<file path="src/rtl/uop_issue_unit.sv">
// Registered uOP issue stage: decodes one uOP word per handshake and fans the controls out to N_CORES cores,
// holds memory uOPs on the bus for MEM_LAT cycles, flags bus contention and counts INCEND completions.
module uop_issue_unit #(
    parameter int N_CORES = 4,
    parameter int UOP_W   = 49,
    parameter int MEM_LAT = 2,
    parameter int END_W   = 4,
    localparam int CTRL_W = 71
) (
    input  logic                        CLK,
    input  logic                        RESETn,
    input  logic                        START,
    input  logic                        UOP_VALID,
    input  logic [UOP_W-1:0]            UOPS,
    input  logic [N_CORES-1:0]          CORE_MASK,
    output logic                        UOP_READY,
    output logic [N_CORES*CTRL_W-1:0]   CTRL_O,
    output logic                        BUSY,
    output logic                        ERR,
    output logic [END_W-1:0]            END_CNT,
    output logic                        DONE
);

    // Control line positions inside one core's CTRL_W slice.
    localparam int L_DREAD   = 0;
    localparam int L_IREAD   = 1;
    localparam int L_DWRITE  = 2;
    localparam int L_BUSMEM  = 3;
    localparam int L_MEMBUSD = 4;
    localparam int L_MEMBUSI = 5;
    localparam int L_TRBUS   = 6;
    localparam int L_DRBUS   = 9;
    localparam int L_ACBUS   = 13;
    localparam int L_LD      = 14;
    localparam int L_LDDR    = 16;
    localparam int L_LDIR    = 17;
    localparam int L_LDAC    = 19;
    localparam int L_INC     = 34;
    localparam int L_INCEND  = 34;
    localparam int L_RST     = 48;
    localparam int L_ALU     = 66;
    localparam int L_ADDKAC  = 70;

    localparam int N_LD  = 20;
    localparam int N_BUS = 8;
    localparam int N_INC = 9;
    localparam int N_RST = 18;

    // uOP field positions
    localparam int U_LD  = 12;
    localparam int U_BUS = 32;
    localparam int U_INC = 40;

    function automatic logic [CTRL_W-1:0] span(input int lo, input int hi);
        logic [CTRL_W-1:0] m;
        m = '0;
        for (int i = lo; i <= hi; i++)
            m[i] = 1'b1;
        return m;
    endfunction

    localparam logic [CTRL_W-1:0]         HOLD_LINES = span(L_DREAD, L_ACBUS);
    localparam logic [CTRL_W-1:0]         RST_LINES  = span(L_RST, L_RST + N_RST - 1);
    localparam logic [N_CORES*CTRL_W-1:0] HOLD_REP   = {N_CORES{HOLD_LINES}};
    localparam logic [N_CORES*CTRL_W-1:0] RST_REP    = {N_CORES{RST_LINES}};
    localparam logic [3:0]                HOLD_INIT  = 4'(MEM_LAT - 1);
    localparam logic [END_W-1:0]          END_MAX    = '1;
    localparam logic [END_W-1:0]          END_TARGET = END_W'(N_CORES);

    function automatic logic [CTRL_W-1:0] decode(input logic [48:0] u);
        logic [CTRL_W-1:0] c;
        c = '0;
        for (int j = 0; j < N_LD; j++)
            c[L_LD + j] = u[U_LD + j];
        for (int j = 0; j < N_BUS; j++)
            c[L_TRBUS + j] = u[U_BUS + j];
        for (int j = 0; j < N_INC; j++)
            c[L_INC + j] = u[U_INC + j];
        // Memory uOPs: DREAD/IREAD land in DR/IR, DWRITE stores DR.
        c[L_DREAD]   = u[0];
        c[L_MEMBUSD] = u[0];
        c[L_LDDR]    |= u[0];
        c[L_IREAD]   = u[1];
        c[L_MEMBUSI] = u[1];
        c[L_LDIR]    |= u[1];
        c[L_DWRITE]  = u[2];
        c[L_BUSMEM]  = u[2];
        c[L_DRBUS]   |= u[2];
        // ALU group: ADD SUB AND OR XOR take TR as operand; all ALU ops load AC.
        c[L_TRBUS]   |= |u[7:3];
        c[L_LDAC]    |= |u[11:3];
        c[L_ALU + 0] = u[3] | u[5] | u[7] | u[9];
        c[L_ALU + 1] = u[3] | u[4] | u[8] | u[9];
        c[L_ALU + 2] = u[6] | u[7] | u[8] | u[9];
        c[L_ALU + 3] = u[10];
        c[L_ADDKAC]  = u[11];
        return c;
    endfunction

    typedef enum logic [1:0] {IDLE, ISSUE, HOLD} state_t;

    state_t                      state;
    logic [3:0]                  hold_cnt;
    logic [N_CORES*CTRL_W-1:0]   ctrl_q;
    logic                        err_q;
    logic [END_W-1:0]            end_q;
    logic                        done_q;

    logic [CTRL_W-1:0]           dec;
    logic [N_CORES*CTRL_W-1:0]   issue_word;
    logic                        is_mem;
    logic                        contend;
    logic                        accept;

    assign dec     = decode(UOPS[48:0]);
    assign is_mem  = |UOPS[2:0];
    assign contend = $countones(dec[L_ACBUS:L_MEMBUSD]) > 1;

    // hold_cnt counts the held cycles still to come; the last held cycle may accept the next word.
    assign UOP_READY = (state != HOLD) | (hold_cnt == 4'd0);
    assign accept    = UOP_VALID & UOP_READY;

    always_comb begin
        issue_word = '0;
        for (int k = 0; k < N_CORES; k++)
            issue_word[k*CTRL_W +: CTRL_W] = dec & {CTRL_W{CORE_MASK[k]}};
    end

    always_ff @(posedge CLK or negedge RESETn) begin
        if (!RESETn) begin
            state    <= IDLE;
            hold_cnt <= 4'd0;
            ctrl_q   <= '0;
            err_q    <= 1'b0;
            end_q    <= '0;
            done_q   <= 1'b0;
        end else begin
            if (accept && contend) begin
                state    <= IDLE;
                hold_cnt <= 4'd0;
                ctrl_q   <= '0;
            end else if (accept) begin
                ctrl_q <= issue_word;
                if (is_mem && MEM_LAT > 1) begin
                    state    <= HOLD;
                    hold_cnt <= HOLD_INIT;
                end else begin
                    state    <= ISSUE;
                    hold_cnt <= 4'd0;
                end
            end else if (state == HOLD && hold_cnt != 4'd0) begin
                ctrl_q   <= ctrl_q & HOLD_REP;
                hold_cnt <= hold_cnt - 4'd1;
            end else begin
                state    <= IDLE;
                hold_cnt <= 4'd0;
                ctrl_q   <= '0;
            end

            // START has priority over events issued in the same cycle.
            if (START)
                err_q <= 1'b0;
            else if (accept && contend)
                err_q <= 1'b1;

            if (START)
                end_q <= '0;
            else if (accept && !contend && dec[L_INCEND] && end_q != END_MAX)
                end_q <= end_q + 1'b1;

            done_q <= START ? 1'b0 : (end_q == END_TARGET);
        end
    end

    assign CTRL_O  = ctrl_q | (RST_REP & {(N_CORES*CTRL_W){~RESETn}});
    assign BUSY    = (state != IDLE);
    assign ERR     = err_q;
    assign END_CNT = end_q;
    assign DONE    = done_q;

endmodule

</file>
<file path="config.mk">
export PLATFORM = sky130hd
export DESIGN_NAME = uop_issue_unit
export DESIGN_NICKNAME = d
export VERILOG_FILES = /design/src/rtl/uop_issue_unit.sv
export SDC_FILE = /design/constraint.sdc
export NUM_CORES = 1
export LEC_CHECK = 0
export ABC_AREA = 1
export CAP_MARGIN = 15
export CORE_MARGIN = 2
export CORE_UTILIZATION = 42
export DETAILED_ROUTE_END_ITERATION = 8
export PLACE_DENSITY = 0.8
export SYNTH_ARGS = -nofsm -noshare
export SYNTH_HDL_FRONTEND = slang
export SYNTH_SLANG_ARGS = --single-unit
</file>
<file path="constraint.sdc">
create_clock -name CLK -period 1.9 [get_ports CLK]
set_input_delay 0.19 -clock CLK [delete_from_list [all_inputs] [get_ports CLK]]
set_output_delay 0.19 -clock CLK [all_outputs]
set_load 0.03 [all_outputs]
</file>
==> run_results.csv <==
group,metric,value,unit
layout,antenna_cells,0,
layout,drive_gt1_share,25.75,%
grt,grt_pass1_vias,6356,
worst_setup_path,reg2reg_depth,13,
floorplanning,die-area,0.02006,mm2
power_and_ir_drop,power_density,1032,mW/mm2
power_and_ir_drop,worst_ir_drop_vdd,0.5858,mV
run_status,violations,"negative hold slack, negative setup slack",
clocking,tritoncts,"yes",
worst_setup_path,regToRegStartpoint,"hold_cnt[1]$_DFF_PN0_",
clocking,cts-buffers-inserted,17,
timing,fin_crit,3.306,ns
worst_setup_path,cp_num_buf_inv,8,
detailed_routing,ant_nets,0,
clocking,clock_path_buffers,2,
logic_synthesis,synth_seq_cells,192,
layout,layout_commonest_cell,"clkdlybuf4s50_1",
grt,track_usage,22.77,%
worst_setup_path,cp_common_cell,"fa_1",
place,portBuffers,328,
timing,rsz0062_at_grt,"true",
floorplanning,die_w,141.6,um
floorplanning,design.core.area,0.01864,mm2
layout,final_area,0.01282,mm2
place,place_area,0.01109,mm2
place,gp_congestion,0.8495,
timing,maxSlewHeadroom,28.23,%
worst_setup_path,critPathKind,"input pin to register",
worst_setup_path,crit_path_top_delay_cell,"fa_1",
floorplanning,die-height,141.6,um
detailed_routing,drtPass1Iterations,7,
worst_setup_path,critical_path_arrival,3.61,ns
flow_run,max-cap-violations,0,
logic_synthesis,syn_area_per_cell,9.956,um2
worst_setup_path,reg2reg_setup_slack,0.08,ns
worst_setup_path,reg2reg_to,"ctrl_q[67]$_DFF_PN0_",
layout,area_delta_synth_final,61.18,%
clocking,htreeDepth,4,
worst_setup_path,cp_max_fo,6,
detailed_routing,wl_per_cell,18.30,um
timing,hold_viol_final,1,
timing,tightest_slew,1.076,ns
clocking,clock_latency,0.43,ns
timing,whs,-0.001211,ns
detailed_routing,wirelength,24880,um
grt,antenna_found_initial,0,
floorplanning,io_pins,349,
grt,grt_pass1_wl,34530,um
logic_synthesis,ys_seq_area_share,60.40,%
worst_setup_path,crit_required,2.21,ns
timing,fin_setup_tns,-241.60,ns
timing,finalMaxSlewViolations,0,
timing,fin_skew,0.01584,ns
logic_synthesis,synthCells,799,
layout,num-fill-cells,1253,
worst_setup_path,cp_slowest_stage_delay,0.56,ns
logic_synthesis,syn_area,0.007955,mm2
worst_setup_path,cp_cell_sequence,"buf_6 > nor2_4 > fa_1 > fa_1 > fa_1 > inv_1 > ha_2 > inv_2 > fa_1 > and2_4 > nand2_4 > nor2_8 > buf_12 > nand2_4 > clkinv_8 > buf_6 > buf_6 > nand2_1 > inv_1",
clocking,cts_hold_buf,0,
grt,overflow,0,
clocking,clkSlewWorstSetupHoldPaths,0.07,ns
worst_setup_path,cp-end-kind,"register",
layout,layout.nets,1183,
place,hpwl,15240,um
floorplanning,initial_core_util,42.67,%
detailed_routing,drc,0,
grt,grt_max_degree,193,
timing,setup_ws,-1.406,ns
logic_synthesis,yosysWarnings,0,
timing,period_share,174.0,%
detailed_routing,drt_iter0_markers,303,
logic_synthesis,synth.distinct_cells,30,
layout,final_cell_mix,"clkdlybuf4s50_1 (311), dfrtp_1 (192), nand2_1 (136)",
worst_setup_path,crit_family,"adder cells",
clocking,cts_sinks,192,
clocking,clockRootBuffer,"clkbuf_16",
floorplanning,row_count,50,
timing,finalSetupViolCount,188,
hold_path,hp-class,"input pin to async pin",
detailed_routing,vias_per_cell,4.735,
detailed_routing,num_vias,6439,
timing,max_freq,302.5,MHz
power_and_ir_drop,finalPower,13230,uW
worst_setup_path,critPathLaunchType,"input pin",
run_status,status,"finished, violations left",
power_and_ir_drop,leakagePower,0.007038,uW
## cells in the mapped netlist
master / instances / area [um2]
dfrtp_1: 192 / 4805
nand3_1: 10 / 50.05
o21ai_1: 31 / 155.2
clkbuf_2: 1 / 5.000
xor2_1: 1 / 8.760
o21ai_0: 15 / 75.07
and2_1: 1 / 6.260
conb_1: 1 / 3.750
nor2_1: 23 / 86.33
xnor2_1: 1 / 8.760
inv_2: 1 / 3.750
clkbuf_8: 2 / 27.53
a21boi_0: 1 / 7.510
clkbuf_1: 1 / 3.750
inv_1: 161 / 604.3
fa_1: 6 / 120.1
nor4_1: 2 / 12.51
ha_1: 7 / 87.58
nor2_8: 1 / 20.02
nand2_4: 6 / 67.56
nand2_1: 199 / 747.0
buf_4: 103 / 773.2
nand4_1: 5 / 31.28
nor3_1: 2 / 10.01
a21oi_1: 2 / 10.01
o21bai_1: 1 / 7.510
buf_2: 1 / 5.000
or2_2: 3 / 18.77
buf_6: 15 / 168.9
inv_4: 4 / 25.02
## cell families (layout without fill, tap and decap cells)
kind of cell,Yosys count,count (layout),share of synthesized area [%]
xor gates and xnor gates,2,2,0.2202
DFF,192,192,60.40
buffers and inverters,289,597,20.32
and+or+nand+nor,252,252,13.20
adders and majority gates,13,13,2.611
other,1,20,0.04714
AOI/OAI and AO/OA,50,50,3.209
## per-stage QoR
stage | hold WS (ns) | cells | utilization, % | setup WS (ns)
after floorplan | -0.1056 | 818 | - | -1.442
after global placement | 0.4688 | 1300 | 59.47 | -2.094
after detailed placement | 0.4774 | 1300 | 59.47 | -2.204
after CTS | 0.07536 | 1352 | 66.07 | -1.363
after global routing | 0.03456 | 1360 | 68.78 | -1.505
final | -0.001211 | 1360 | 68.78 | -1.406
## where the power goes
group          leakage [uW]  internal [uW]  switching, uW
clock network      0.000285           1770           1790
logic               0.00410           2000           2920
registers           0.00266           4530            223
## worst max-delay path by stage
stage             start                       to  depth (start not counted)
3_3_place_gp    UOPS[0]    ctrl_q[230]$_DFF_PN0_                         17
2_1_floorplan   UOPS[0]    ctrl_q[209]$_DFF_PN0_                         16
6_report       UOPS[35]     ctrl_q[67]$_DFF_PN0_                         19
3_5_place_dp    UOPS[0]  ctrl_q[148]$_DFFE_PN0P_                         15
4_1_cts         UOPS[0]     ctrl_q[93]$_DFF_PN0_                         18
5_1_grt        UOPS[35]     ctrl_q[67]$_DFF_PN0_                         19
## per-layer routing
metal	track usage (%)	vias to the layer above	part of all wire, %	wire [um]
met2	40.70	352	52	12990
met1	26.46	3170	37	9145
met3	5.096	67	7.0	1748
met4	9.474	0	4.0	997
li1	-	2850	-	-
met5	0	-	0	0
## flip-flops by register name (all words and copies together), names as in the netlist
| signal | flops |
|---|---|
| hold_cnt | 4 |
| END_CNT | 4 |
| DONE | 1 |
| ERR | 1 |
| state | 2 |
| ctrl_q | 180 |
## final cells by class
| class | count | area [um2] | share of cell area, % |
|---|---|---|---|
| Tap cell | 234 | 292.8 | 2.283 |
| Inverter | 166 | 671.9 | 5.240 |
| Clock inverter | 15 | 165.2 | 1.288 |
| Multi-Input combinational cell | 337 | 2168 | 16.91 |
| Timing Repair Buffer | 399 | 4294 | 33.49 |
| Sequential cell | 192 | 4805 | 37.47 |
| Clock buffer | 17 | 425.4 | 3.318 |
## worst register-to-register path, cell delays in order (launching register included)
cell	delay, ns
dfrtp_1	0.35
inv_1	0.06
ha_1	0.18
nand2_1	0.13
nand2_4	0.11
nand2_4	0.13
nor2_8	0.05
buf_12	0.13
nand2_4	0.11
clkinv_8	0.10
buf_6	0.12
buf_6	0.10
nand2_1	0.07
inv_1	0.05
## timing repair
| item | in CTS | in global routing |
|---|---|---|
| gates cloned | 6 | 7 |
| pin swaps | 16 | 11 |
| endpoints found under the setup margin | 190 | 190 |
| gates resized for setup | 174 | 131 |
| buffers inserted | 14 | 4 |
No activity file was read; power rests on OpenSTA's default activity.
